===== config.mk =====
export PLATFORM = sky130hd
export DESIGN_NAME = t07_fpu_sequencer
export DESIGN_NICKNAME = d
export VERILOG_FILES = /design/src/rtl/t07_fpu_pkg.sv /design/src/rtl/t07_fpu_operand_sel.sv /design/src/rtl/t07_fpu_sequencer.sv
export SDC_FILE = /design/constraint.sdc
export NUM_CORES = 1
export LEC_CHECK = 0
export CAP_MARGIN = 0
export CORE_AREA = 3 3 140 142
export DETAILED_ROUTE_END_ITERATION = 6
export DIE_AREA = 0 0 143 145
export PLACE_DENSITY = 0.78
export SLEW_MARGIN = 5
export SYNTH_ARGS = -nofsm -noshare
export SYNTH_HDL_FRONTEND = slang
export SYNTH_SLANG_ARGS = --single-unit

===== constraint.sdc =====
create_clock -name clk -period 3.91 [get_ports clk]
set_clock_uncertainty 0.1 [all_clocks]
set_input_delay 0.5865 -clock clk [delete_from_list [all_inputs] [get_ports clk]]
set_output_delay 0.5865 -clock clk [all_outputs]
set_load 0.02 [all_outputs]

===== src/rtl/t07_fpu_pkg.sv =====
// Shared opcodes, state encoding and opcode-class helpers for the team_07 FPU sequencer.
package t07_fpu_pkg;

    localparam int unsigned XLEN     = 32;
    localparam int unsigned OP_W     = 5;
    localparam int unsigned REG_W    = 5;
    localparam int unsigned FFLAGS_W = 5;

    localparam logic [OP_W-1:0] OP_FMADD     = OP_W'(0);
    localparam logic [OP_W-1:0] OP_FMSUB     = OP_W'(1);
    localparam logic [OP_W-1:0] OP_FNMSUB    = OP_W'(2);
    localparam logic [OP_W-1:0] OP_FNMADD    = OP_W'(3);
    localparam logic [OP_W-1:0] OP_FEQ       = OP_W'(16);
    localparam logic [OP_W-1:0] OP_FLT       = OP_W'(17);
    localparam logic [OP_W-1:0] OP_FLE       = OP_W'(18);
    localparam logic [OP_W-1:0] OP_FCVT_W_S  = OP_W'(19);
    localparam logic [OP_W-1:0] OP_FCVT_WU_S = OP_W'(20);
    localparam logic [OP_W-1:0] OP_FCVT_S_W  = OP_W'(21);
    localparam logic [OP_W-1:0] OP_FCVT_S_WU = OP_W'(22);
    localparam logic [OP_W-1:0] OP_MAX       = OP_W'(22);

    typedef enum logic [1:0] {
        ST_IDLE  = 2'd0,
        ST_ISSUE = 2'd1,
        ST_WAIT  = 2'd2,
        ST_WB    = 2'd3
    } fpu_seq_state_t;

    function automatic logic op_is_legal(input logic [OP_W-1:0] op);
        return op <= OP_MAX;
    endfunction

    // int-to-float converts read the integer register file
    function automatic logic op_int_src(input logic [OP_W-1:0] op);
        return (op == OP_FCVT_S_W) || (op == OP_FCVT_S_WU);
    endfunction

    // fused multiply-add family needs the third operand
    function automatic logic op_three_src(input logic [OP_W-1:0] op);
        return (op == OP_FMADD) || (op == OP_FMSUB) || (op == OP_FNMSUB) || (op == OP_FNMADD);
    endfunction

    // compares and float-to-int converts produce an integer result
    function automatic logic op_int_dst(input logic [OP_W-1:0] op);
        return (op == OP_FEQ) || (op == OP_FLT) || (op == OP_FLE) ||
               (op == OP_FCVT_W_S) || (op == OP_FCVT_WU_S);
    endfunction

endpackage


===== src/rtl/t07_fpu_operand_sel.sv =====
// Chooses FPU operands A/B/C from the integer or FP register-file read ports by opcode class.
module t07_fpu_operand_sel
    import t07_fpu_pkg::*;
(
    input  logic [4:0]  op,
    input  logic [31:0] int_a,
    input  logic [31:0] int_b,
    input  logic [31:0] fp_a,
    input  logic [31:0] fp_b,
    input  logic [31:0] fp_c,
    output logic [31:0] a_c,
    output logic [31:0] b_c,
    output logic [31:0] c_c
);

    always_comb begin
        a_c = fp_a;
        b_c = fp_b;
        c_c = '0;
        if (op_int_src(op)) begin
            a_c = int_a;
            b_c = int_b;
        end else if (op_three_src(op)) begin
            c_c = fp_c;
        end
    end

endmodule


===== src/rtl/t07_fpu_sequencer.sv =====
// Sequences one multi-cycle FPU op at a time: latch operands, start, wait for done or
// timeout, write back once and accumulate sticky exception flags.
module t07_fpu_sequencer
    import t07_fpu_pkg::*;
#(
    parameter int unsigned TIMEOUT = 64,
    parameter int unsigned CNT_W   = 7
) (
    input  logic        clk,
    input  logic        rst,
    input  logic        req_valid_i,
    output logic        req_ready_o,
    input  logic [4:0]  req_op_i,
    input  logic [4:0]  req_rd_i,
    input  logic [31:0] regValA_i,
    input  logic [31:0] regValB_i,
    input  logic [31:0] fpuRegValA_i,
    input  logic [31:0] fpuRegValB_i,
    input  logic [31:0] fpuRegValC_i,
    input  logic        flush_i,
    output logic        fpu_start_o,
    output logic [4:0]  fpu_op_o,
    output logic [31:0] fpu_a_o,
    output logic [31:0] fpu_b_o,
    output logic [31:0] fpu_c_o,
    input  logic        fpu_done_i,
    input  logic [31:0] fpu_result_i,
    input  logic [4:0]  fpu_flags_i,
    output logic        wb_valid_o,
    output logic        wb_to_int_o,
    output logic [4:0]  wb_rd_o,
    output logic [31:0] wb_data_o,
    output logic [4:0]  fflags_o,
    input  logic        fflags_clr_i,
    output logic        busy_o,
    output logic        timeout_o,
    output logic        illegal_o
);

    fpu_seq_state_t        state;
    logic [CNT_W-1:0]      wait_cnt;
    logic [REG_W-1:0]      rd_q;
    logic [FFLAGS_W-1:0]   flags_q;
    logic [XLEN-1:0]       sel_a_c;
    logic [XLEN-1:0]       sel_b_c;
    logic [XLEN-1:0]       sel_c_c;
    logic                  wb_commit_c;

    t07_fpu_operand_sel u_operand_sel (
        .op    (req_op_i),
        .int_a (regValA_i),
        .int_b (regValB_i),
        .fp_a  (fpuRegValA_i),
        .fp_b  (fpuRegValB_i),
        .fp_c  (fpuRegValC_i),
        .a_c   (sel_a_c),
        .b_c   (sel_b_c),
        .c_c   (sel_c_c)
    );

    // a flush arriving during writeback drops the flag merge
    assign wb_commit_c = (state == ST_WB) && !flush_i;

    always_ff @(posedge clk) begin
        if (rst) begin
            state       <= ST_IDLE;
            req_ready_o <= 1'b1;
            busy_o      <= 1'b0;
            fpu_start_o <= 1'b0;
            fpu_op_o    <= '0;
            fpu_a_o     <= '0;
            fpu_b_o     <= '0;
            fpu_c_o     <= '0;
            rd_q        <= '0;
            wait_cnt    <= '0;
            flags_q     <= '0;
            wb_valid_o  <= 1'b0;
            wb_to_int_o <= 1'b0;
            wb_rd_o     <= '0;
            wb_data_o   <= '0;
            fflags_o    <= '0;
            timeout_o   <= 1'b0;
            illegal_o   <= 1'b0;
        end else begin
            fpu_start_o <= 1'b0;
            wb_valid_o  <= 1'b0;
            illegal_o   <= 1'b0;
            fflags_o    <= (fflags_clr_i ? '0 : fflags_o) | (wb_commit_c ? flags_q : '0);

            case (state)
                ST_IDLE: begin
                    if (req_valid_i && !flush_i) begin
                        if (op_is_legal(req_op_i)) begin
                            state       <= ST_ISSUE;
                            req_ready_o <= 1'b0;
                            busy_o      <= 1'b1;
                            fpu_start_o <= 1'b1;
                            fpu_op_o    <= req_op_i;
                            rd_q        <= req_rd_i;
                            fpu_a_o     <= sel_a_c;
                            fpu_b_o     <= sel_b_c;
                            fpu_c_o     <= sel_c_c;
                        end else begin
                            illegal_o <= 1'b1;
                        end
                    end
                end

                // ISSUE and WAIT share completion handling; only the no-done path differs
                ST_ISSUE, ST_WAIT: begin
                    if (flush_i) begin
                        state       <= ST_IDLE;
                        req_ready_o <= 1'b1;
                        busy_o      <= 1'b0;
                    end else if (fpu_done_i) begin
                        state       <= ST_WB;
                        wb_valid_o  <= 1'b1;
                        wb_to_int_o <= op_int_dst(fpu_op_o);
                        wb_rd_o     <= rd_q;
                        wb_data_o   <= fpu_result_i;
                        flags_q     <= fpu_flags_i;
                    end else if (state == ST_ISSUE) begin
                        state    <= ST_WAIT;
                        wait_cnt <= '0;
                    end else if (wait_cnt == CNT_W'(TIMEOUT - 1)) begin
                        state       <= ST_IDLE;
                        req_ready_o <= 1'b1;
                        busy_o      <= 1'b0;
                        timeout_o   <= 1'b1;
                    end else begin
                        wait_cnt <= wait_cnt + CNT_W'(1);
                    end
                end

                ST_WB: begin
                    state       <= ST_IDLE;
                    req_ready_o <= 1'b1;
                    busy_o      <= 1'b0;
                end

                default: begin
                    state       <= ST_IDLE;
                    req_ready_o <= 1'b1;
                    busy_o      <= 1'b0;
                end
            endcase
        end
    end

endmodule

; ---- After elaboration in Yosys (flattened, before gate mapping)
; Cells that the tools add are included.
[totals]
ff_bits = 169
in_bits = 213
output_inout_bits = 150
word_cells = 102
[classes]
n_addsub = 1
magnitude_cmp = 1
eq_ne = 21
mux = 32
n_bitwise = 7
reduce_logical = 22
[ops]
columns = operator, count
row1 = $mux W32, 4
row2 = $eq A5 B5 Y1 const B, 7
row3 = $mux W1, 15
row4 = $mux W7, 2
row5 = $mux W2, 6
row6 = $eq A5 B2 Y1 const B, 2
row7 = $mux W5, 2
row8 = $reduce_and A5 Y1, 2
row9 = $ne A3 B3 Y1 const B, 3
row10 = $reduce_and A3 Y1, 3
row11 = $logic_or A1 B1 Y1, 8
row12 = $add A7 B1 Y7 const B, 1
row13 = $eq A7 B6 Y1 const B, 1
row14 = $ne A2 B2 Y1 const B, 3
row15 = $not A1 Y1, 6
row16 = $pmux W1 S3, 2
row17 = $pmux W2 S3, 1
row18 = $reduce_or A3 Y1, 2
row19 = $eq A5 B1 Y1 const B, 1
row20 = $le A5 B5 Y1 const B, 1
row21 = $logic_not A5 Y1, 1
row22 = $ne A5 B5 Y1 const B, 1
row23 = $or A5 B5 Y5, 1
row24 = $eq A2 B2 Y1 const B, 2
row25 = 6 further kinds, 7

; ---- Depth between registers and ports, before layout
; Gate-level depths: netlist (run 1).
[depth]
word_depth = 6
ltp_mapped = 8
mapped_depth_nobuf = 6

; ---- Hierarchy
; From an unflattened synthesis (run 1), not the netlist that was laid out.
[hier_totals]
cells_unflattened = 749
area_unflattened_um2 = 7228.2
[modules_own_cells]
columns = mod, n_inst, cells_per_inst, area_per_inst_um2, seq_area_each_um2
row1 = t07_fpu_sequencer, 1, 640, 6194.7, 3383.2
row2 = t07_fpu_operand_sel, 1, 109, 1033.5, 0.0

; ---- Least setup slack after synthesis (run 1)
; No wires, ideal clock.
[synth_path]
path_type = register -> register
from = reg state[0]
to = reg wait_cnt[5]
setup_ns = 0.070
arrival_ns = 1.645
required_time_ns = 3.740
setup_slack_ns = 2.095
path_stages_with_launch = 7
n_path_buf = 0
period_less_slack_ns = 1.815
cell_sequence = dfxtp_1 -> inv_1 -> ha_1 -> nor3b_2 -> nand3_1 -> or4_1 -> a21oi_1
[synth_between]
elab_chain_len = 3
word_cells_on_any_way = 6
cone_classes = eq/ne (3) / mux (1) / reduce/logical (2)
[synth_rtl]
columns = element, line
row1 = start: declaration, t07_fpu_sequencer.sv:40  ; fpu_seq_state_t state;
row2 = start signal: assignment, t07_fpu_sequencer.sv:66  ; state <= ST_IDLE;
row3 = start signal: assignment, t07_fpu_sequencer.sv:94  ; state <= ST_ISSUE;
row4 = start signal: assignment, t07_fpu_sequencer.sv:112  ; state <= ST_IDLE;
row5 = $eq A2 B1 Y1 or $eq A2 B2 Y1 (tied branches), "t07_fpu_sequencer.sv:90, t07_fpu_sequencer.sv:122"
row6 = $ne A2 B2 Y1 (no source line) or $reduce_or A2 Y1 (tied branches), -
row7 = $reduce_and A4 Y1 (no source line), -
row8 = end signal: assignment, t07_fpu_sequencer.sv:131  ; wait_cnt <= wait_cnt + CNT_W'(1);
row9 = end: declaration, t07_fpu_sequencer.sv:41  ; logic [CNT_W-1:0] wait_cnt;
; Parallel ways exist; a longest one is shown, timed or not.
; A chain may end at the register's enable or synchronous reset.

; ---- Worst setup path in the final report (run 1)
[layout_path]
from = in flush_i
to = reg rd_q[0]
[layout_between]
elab_chain_len = 3
[layout_rtl]
columns = element, line
row1 = start: declaration, t07_fpu_sequencer.sv:20  ; input logic flush_i,
row2 = $logic_not A1 Y1, t07_fpu_sequencer.sv:92  ; if (req_valid_i && !flush_i) begin
row3 = $logic_and A1 B1 Y1, t07_fpu_sequencer.sv:92
row4 = $reduce_and A3 Y1 (no source line), -
row5 = end signal: assignment, t07_fpu_sequencer.sv:99  ; rd_q <= req_rd_i;
row6 = end: declaration, t07_fpu_sequencer.sv:42  ; logic [REG_W-1:0] rd_q;
; No other way between the ends.

==> results of run 1 <==
==> synthesized netlist by cell type, drive strengths merged, types with 4 or more instances <==
library cell    n
a22o           32
mux2i          77
o21ai           5
dfxtp         169
nor3            6
a211oi         64
nor2           88
clkbuf         25
ha              5
a21oi          56
or3             4
buf            27
nor2b          11
nand2          91
inv             6
==> worst paths after layout <==
| path | slack (ns) | start | cells after the start | endpoint |
|---|---|---|---|---|
| setup / recovery | 1.60 | flush_i | 6 | rd_q[0] |
| hold / removal | 0.35 | wb_data_o[31] | 2 | wb_data_o[31] |
| setup reg to reg | 1.80 | state[0] | 7 | wb_to_int_o |
| hold reg to reg | 0.35 | wb_data_o[31] | 2 | wb_data_o[31] |
==> power breakdown <==
part	internal (mW)	switching, mW
Sequential	1.83	0.0553
Clock	0.926	0.695
Combinational	0.509	0.470
Total	3.26	1.22
==> routing by layer <==
layer | GRT usage [%] | share of wire (%)
met5 | 0 | 0.041
met4 | 5.51 | 1.5
met3 | 6.66 | 7.7
met2 | 35.6 | 51
met1 | 23.2 | 40
==> area by class of cell <==
cell class	instances	area, sq um
flip-flops and latches	169	3380
multi-input cells	466	3250
repair buffers	373	3760
clock inverters	10	93.8
fillers	1588	7310
well taps	234	293
inverters	6	22.5
clock buffers	21	470
==> state kept, by name, indices dropped and copies added (netlist names) <==
name and count:
busy_o 1, fflags_o 5, flags_q 5, fpu_a_o 32, fpu_b_o 32, fpu_c_o 32
fpu_op_o 5, fpu_start_o 1, illegal_o 1, rd_q 5, req_ready_o 1, state 2
timeout_o 1, wait_cnt 7, wb_data_o 32, wb_rd_o 5, wb_to_int_o 1, wb_valid_o 1
==> logic make-up after synthesis <==
logic type	after synthesis
simple gates	215
xor+xnor	1
flops	169
compound gates	167
fa+ha+maj	5
buf+inv	59
mux	78
==> critical path: stages <==
cell and delay (ns):
clkdlybuf4s50_1 0.55, nand3b_1 0.35, a21oi_4 0.39, buf_12 0.30
mux2i_1 0.22, nor2_1 0.05
==> results.md, run 1 <==
Worst setup path:
- STA classifies the critical path startpoint as an input port.
- The type of destination of the critical path is a flop.
- The type of the setup path with the least slack is in2reg.
- The arrival time reported for the critical path endpoint is 2.50 ns.
- The worst endpoint required time is approximately 4.1 ns.
- The biggest fanout along the worst timing path is 56.

Synth:
- For this run, the register share of the synthesized area comes to about 47%.
- The average instance area after synthesis is about 10 sq um.
- The count of flip-flops with a built-in enable after synthesis is 0.
- The xor and xnor fraction of the mapped netlist area is less than 1%.
- After synthesis, the largest area contributor takes up 46.9% of total cell area.
- In the synthesized netlist the async set-or-reset flop fraction comes to 0%.
- The dominant combinational cell family by area after synthesis is compound AO/OA/AOI/OAI gates.
- Synthesis produced just under 700 cells.
- The biggest area contributor in the post-synthesis netlist is dfxtp_1.
- The synthesized netlist devotes approximately a fifth of its cell area to compound gates.
- The most used flip-flop cell after synthesis is dfxtp_1.
- After synthesis, the share of cell area in mux cells is ~11%.
- The number of nets in the synthesized netlist is slightly above 900.
- In this run, distinct cell masters in the synthesized netlist total 44.
- The synthesized flop and latch total is ~170.
- The simple-gate area share of the yosys netlist is between 10% and 20%.
- In the post-synthesis netlist, the biggest area contributors are dfxtp_1 47%, mux2i_1 11%, a211oi_2 10%.
- After Yosys synthesis, full adders, half adders and majority gates account for 0.866% of the synthesized area.
- The Yosys step of the flow raised 0 warnings.
- The mapped netlist covers 7220 sq um.

STA:
- Setup violations remaining at the end of the flow were counted as 0.
- The number of endpoints with negative hold slack in the final report is 0.
- The worst-case setup margin in the final layout is ~1.6 ns.
- Setup repair after global routing left no endpoint under its margin.
- For the pin with the worst max-slew slack, the measured transition is 0.757 ns.
- After layout, the worst path uses around 60% of the clock period.
- The worst hold slack after final layout is roughly 0.35 ns.
- The count of pins over their slew limit is 0.
- The final total negative setup slack is 0 ns.
- The relative slew slack is approximately 50%.
- The worst path in the final design needs a cycle of 2.31 ns, including I/O delays and setup.
- The highest attainable clock frequency is 0.433 GHz.

Clock network:
- Once the clock tree was built, the resizer swapped 0 gates to a different size.
- TritonCTS built the clock tree.
- The worst-case clock buffer depth is 2.
- The number of buffers inserted during clock tree synthesis is 17.
- For this design, the CTS-stage hold fixing added 0 buffers.
- The maximum level of the CTS H-tree is 4.
- The clock latency at the later pin of the worst-skew pair is ~0.42 ns.
- After clock tree synthesis, the clock-pin slew on the worst setup and hold paths is 0.06 ns.
- Clock tree synthesis selected as its root buffer the cell clkbuf_16.
- The clock sink count is around 170.
- After clock tree synthesis, the setup repair step added 0 buffers.

Layout:
- The library cell used most frequently in the layout, excluding fill and tap cells, is clkdlybuf4s50_1.
- After the last flow step, the layout net total stands at between 1000 and 1500.
- The final antenna diode count is 0.
- The number of cells in the finished layout apart from fillers is roughly 1300.
- The top cell types in the final layout, fill and taps aside, are 361 x clkdlybuf4s50_1, 169 x dfxtp_1, 91 x nand2_1.
- Relative to the synthesized area, the layout overhead comes to 56.1%.
- Summing all non-filler instances in the final layout gives an area of about 11000 sq um.
- Cells with a size suffix above 1 make up between 10% and 20% of the layout.
- For this run, the share of the core covered by cells in the final layout is between 60 and 70%.

Worst hold path:
- In this run the worst hold path is classified as reg2reg.

Floorplanning:
- The die boundary height is between 100 and 150 microns.
- The region available for standard cell placement spans between 15000 and 20000 sq um.
- The count of boundary I/O pins is ~360.
- The row count is 50.
- The die is 143 microns wide.
- For this configuration, the core starts out at a cell density of 38.9%.
- The die area is 20700 sq um.

Power and ir drop:
- The static leakage power is ~3.8 nW.
- Power spread over the standard cell area amounts to 398 nW/um^2.
- The worst supply voltage drop on vdd is 316 uV.
- The design draws ~4.5 mW.

Place:
- After detailed placement, the total cell area comes to 10700 sq um.
- Before CTS, the worst setup slack after placement is approximately 1.2 ns.
- The weighted congestion at the end of routability-driven global placement is between 0.7 and 0.8.
- Counting tap cells, the placed design contains a total of about 1200 instances.
- The wire-length estimate of the detail-placed layout is between 15000 and 20000 microns.
- Buffers placed on the I/O ports in this run total about 360.

GRT:
- The initial antenna violation count came to 1.
- Entering global routing, the biggest net connects around 80 pins.
- The number of global-route vias before repair is 6003.
- Global routing finished with a remaining overflow of 0.
- Global routing used between 20% and 30% of the available tracks across all layers.
- The wire length of the first global-routing pass is ~33000 microns.

Detailed routing:
- Once detail routing completed, the nets flagged for antenna violations numbered 0.
- The number of vias per cell after detailed routing is 4.89.
- The pre-antenna-repair detailed-routing pass consisted of 4 iterations.
- Summed over all layers, the routed wires come to 21700 microns.
- In the routed design, unresolved DRC markers number 0.
- The final route contains 6255 vias.
- The mean routed wirelength per cell is between 15 and 20 microns.
- The first-iteration detailed-routing DRC count is 264.

Job:
- Max-cap violations in this run came to 0.

Status:
- The flow ran to the end, and the final reports show no timing, DRC or antenna violations.
Note: power is estimated with default switching activity, not from simulation.
==> inputs of run 2 (changes only) <==
--- a/config.mk
+++ b/config.mk
@@ -6,10 +6,10 @@
 export NUM_CORES = 1
 export LEC_CHECK = 0
 export CAP_MARGIN = 0
-export CORE_AREA = 3 3 140 142
+export CORE_MARGIN = 3
+export CORE_UTILIZATION = 40
 export DETAILED_ROUTE_END_ITERATION = 6
-export DIE_AREA = 0 0 143 145
-export PLACE_DENSITY = 0.78
+export PLACE_DENSITY = 0.8
 export SLEW_MARGIN = 5
 export SYNTH_ARGS = -nofsm -noshare
 export SYNTH_HDL_FRONTEND = slang
==> constraint.sdc (replaced) <==
create_clock -name clk -period 2.4 [get_ports clk]
set_clock_uncertainty 0.1 [all_clocks]
set_input_delay 0.36 -clock clk [delete_from_list [all_inputs] [get_ports clk]]
set_output_delay 0.36 -clock clk [all_outputs]
set_load 0.02 [all_outputs]
==> run 2 against run 1 <==
  * Register-to-register slack worse by 1.4 ns
  * Final cell count up 0.39%
  * Design area up 2.3%
  * Critical path depth up 1
  * Sequential power up 63%
  * Count of clock-buffer cells in the layout down 2
  * Sequential share of layout area down 0.68 points
  * Total power up 71%
  * Largest power group unchanged
  * First-iteration DRC count down 30%
  * Worst hold slack worse by 0.14 ns
  * Wire length up 0.69%
  * Global-route usage up 1.1 points
  * Critical endpoint is now wb_data_o[25]
==> results.md, run 2 (synthesized netlist as in run 1, its figures left out) <==
Floorplanning:
- The die area is 19700 sq um (-5.0%).
- The row count is 48 (-4.0%).
- The starting density of the core came to 41.3% (+2.5 points).
- The count of boundary I/O pins is 363 (unchanged).
- The die extent in x is 140 microns (-1.8%).
- The core box area is 17500 sq um (-5.9%).
- The die boundary height is 140 microns (-3.2%).

Layout:
- The final layout net count is 1262 (+0.88%).
- The library cell used most frequently in the layout, excluding fill and tap cells, is clkdlybuf4s50_1.
- The final standard cell area without fillers is 11500 sq um (+2.3%).
- In the layout the commonest cells are 361 x clkdlybuf4s50_1, 169 x dfxtp_1, 91 x nand2_1.
- The number of filler cells placed in the layout came to 1418 (-11%).
- The layout cell share with drive strength beyond 1 is 11.4% (+0.92 points).
- The final core utilization was 66.0% (+5.3 points).
- Relative to the synthesized area, the layout overhead comes to 59.7%.
- The number of cells in the finished layout apart from fillers came to 1284 (+0.39%).

STA:
- The worst hold slack after final layout is 0.212 ns (-0.140 ns).
- The relative slew slack is 68.4% (+19 points).
- The count of pins over their slew limit is 0 (unchanged).
- The number of endpoints with negative hold slack in the final report came to 0 (unchanged).
- The clock period could shrink to between 2 and 2.5 ns.
- Setup repair after global routing left no endpoint under its margin.
- The highest attainable clock frequency is about 0.49 GHz.
- The number of endpoints failing setup at the final stage is 0 (unchanged).
- The worst path uses about 84% of the clock period.
- The final total negative setup slack was 0 ns (unchanged).
- The slew at the pin closest to its max-slew limit came to 0.471 ns (-0.286 ns).

GRT:
- The met3 capacity usage during global routing is 7.65% (+0.99 points).
- The overall overflow remaining after global route was 0 (unchanged).
- The pin count of the biggest net entering global routing was 60 (-24%).
- The fraction of met1 tracks used by global routing was 24.6% (+1.4 points).
- The wire length of the first global-routing pass is 33500 microns (+0.69%).
- The number of global-route vias before repair came to 6234 (+3.8%).
- The met2 global-route usage is 36.5% (+0.82 points).
- The global routing stage identified its most utilized layer as met2.
- The initial antenna violation count is 2 (+1).
- The global-route total usage across every layer is 21.3% (+1.1 points).

Clock network:
- The number of buffers inserted during clock tree synthesis is 17 (unchanged).
- The root buffer cell chosen for the clock tree is clkbuf_16.
- The post-CTS clock slew at the launch and capture registers of the worst setup and hold paths is 0.07 ns (about the same).
- The maximum level of the CTS H-tree came to 4 (unchanged).
- The clock sink count was 169 (unchanged).
- The hold buffer count at CTS came to 0 (unchanged).
- The worst-case clock buffer depth is 2 (unchanged).
- The number of gates given a new drive strength after cts is 0 (unchanged).
- TritonCTS built the clock tree.
- The number of setup buffers added after CTS came to 0 (unchanged).
- The clock latency at the later pin of the worst-skew pair was 0.42 ns (about the same).

Worst setup path:
- The critical path starts at state[0].
- The worst setup path is captured at a flop.
- The type of the setup path with the least slack is reg2reg.
- The arrival time reported for the critical path endpoint is 2.27 ns (-0.23 ns).
- The cell family contributing the most delay on the critical path is simple AND/OR/NAND/NOR gates.
- The last element of the critical path is wb_data_o[25].
- On the critical path, the stage with the largest delay is an instance of dfxtp_1.
- The critical register-to-register path endpoint is wb_data_o[25].
- The biggest fanout along the worst timing path is 41 (-27%).
- The peak per-stage delay on the critical path is 0.39 ns (-0.16 ns).
- The launching point of the worst reg2reg path is state[0].
- The cell depth of the worst flop-to-flop path is 7 (unchanged).
- The number of buffer and inverter stages on the critical path is 2 (unchanged).
- The worst endpoint required time is 2.64 ns (-1.46 ns).
- The critical path goes through inv_1, ha_1, nor2b_1, and2_1, buf_12, nand2_1, a21oi_1.
- The cell count along the critical path is 7 (+1).
- The slack of the worst reg-to-reg path is 0.37 ns (-1.43 ns).
- The critical path launch point type is a flop.

Place:
- The placed wire-length estimate is 16500 microns (+2.0%).
- The placed cell count came to 1250 (+0.16%).
- The weighted congestion at the end of routability-driven global placement was 0.835 (+8.0%).
- The count of input and output buffers is 362 (unchanged).
- The total cell area at the placement stage is 10900 sq um (+1.7%).

Detailed routing:
- The total DRC errors in the routed layout is 0 (unchanged).
- The number of nets with antenna violations after detailed routing is 0 (unchanged).
- The number of vias per cell after detailed routing is 4.92 (+0.50%).
- The first-iteration detailed-routing DRC count came to 186 (-30%).
- The length of the first detailed-routing pass in iterations is 5 (+1).
- The mean routed wirelength per cell came to 17.0 microns (+0.30%).
- The total vias in the final route is 6311 (+0.90%).
- The final routed wirelength across all metal layers came to 21800 microns (+0.69%).

Worst hold path:
- The type of the most critical hold path is in2reg.
- The number of cells traversed by the worst hold path is 2 (unchanged).

Power and ir drop:
- The static leakage power is 3.97 nW (+3.3%).
- The power density relative to cell area is 667 nW/um^2 (+68%).
- The worst supply voltage drop on vdd is 498 uV (+58%).

Status:
- The run finished with clean final reports.

Job:
- The max-cap check violation count is 0 (unchanged).
[run 2: worst register-to-register path, delay by kind of cell (launching register included)]
kind | cells | cell delay [ns]
simple gates | 3 | 0.63
flops | 1 | 0.39
fa+ha+maj | 1 | 0.35
buf+inv | 2 | 0.33
compound gates | 1 | 0.16
[run 2: per-layer routing]
metal | share of wire [%] | up-vias | wire length [microns]
met5 | 0 | - | 0
met4 | 2.2 | 0 | 475
met3 | 9.0 | 30 | 1960
met2 | 49 | 236 | 10800
met1 | 39 | 2905 | 8620
li1 | - | 3140 | -
[run 2: cell type report]
cell class | instances | area [sq um] | share of cell area, %
Timing Repair Buffer | 384 | 3950 | 34.3
Clock inverter | 13 | 203 | 1.76
Inverter | 6 | 22.5 | 0.195
Antenna cell | 2 | 5.00 | 0.0434
Sequential cell | 169 | 3380 | 29.3
Multi-Input combinational cell | 466 | 3250 | 28.2
Clock buffer | 19 | 433 | 3.76
Tap cell | 225 | 282 | 2.44
[run 2: worst min path at each step]
stage,startpoint,to
after floorplan,rd_q[0],wb_rd_o[0]
after CTS,rst,fpu_op_o[2]
after global routing,rst,fpu_op_o[3]
after detailed placement,wb_data_o[2],wb_data_o[2]
after global placement,rd_q[3],wb_rd_o[3]
final,rst,fpu_op_o[2]
[run 2: where the power goes]
group / switching [mW] / leakage [nW] / internal [mW]
logic: 0.773 / 2.29 / 0.866
registers: 0.0924 / 1.37 / 2.98
clock network: 1.20 / 0.313 / 1.78
total: 2.06 / 3.97 / 5.63
[run 2: stage by stage]
stage | worst slack [ns] | total power [mW]
6_report | 0.372 | 7.69
5_1_grt | 0.220 | 8.02
2_1_floorplan | 0.585 | 4.01
4_1_cts | 0.367 | 7.78
3_5_place_dp | 0.0921 | 4.78
3_3_place_gp | 0.0706 | 4.76
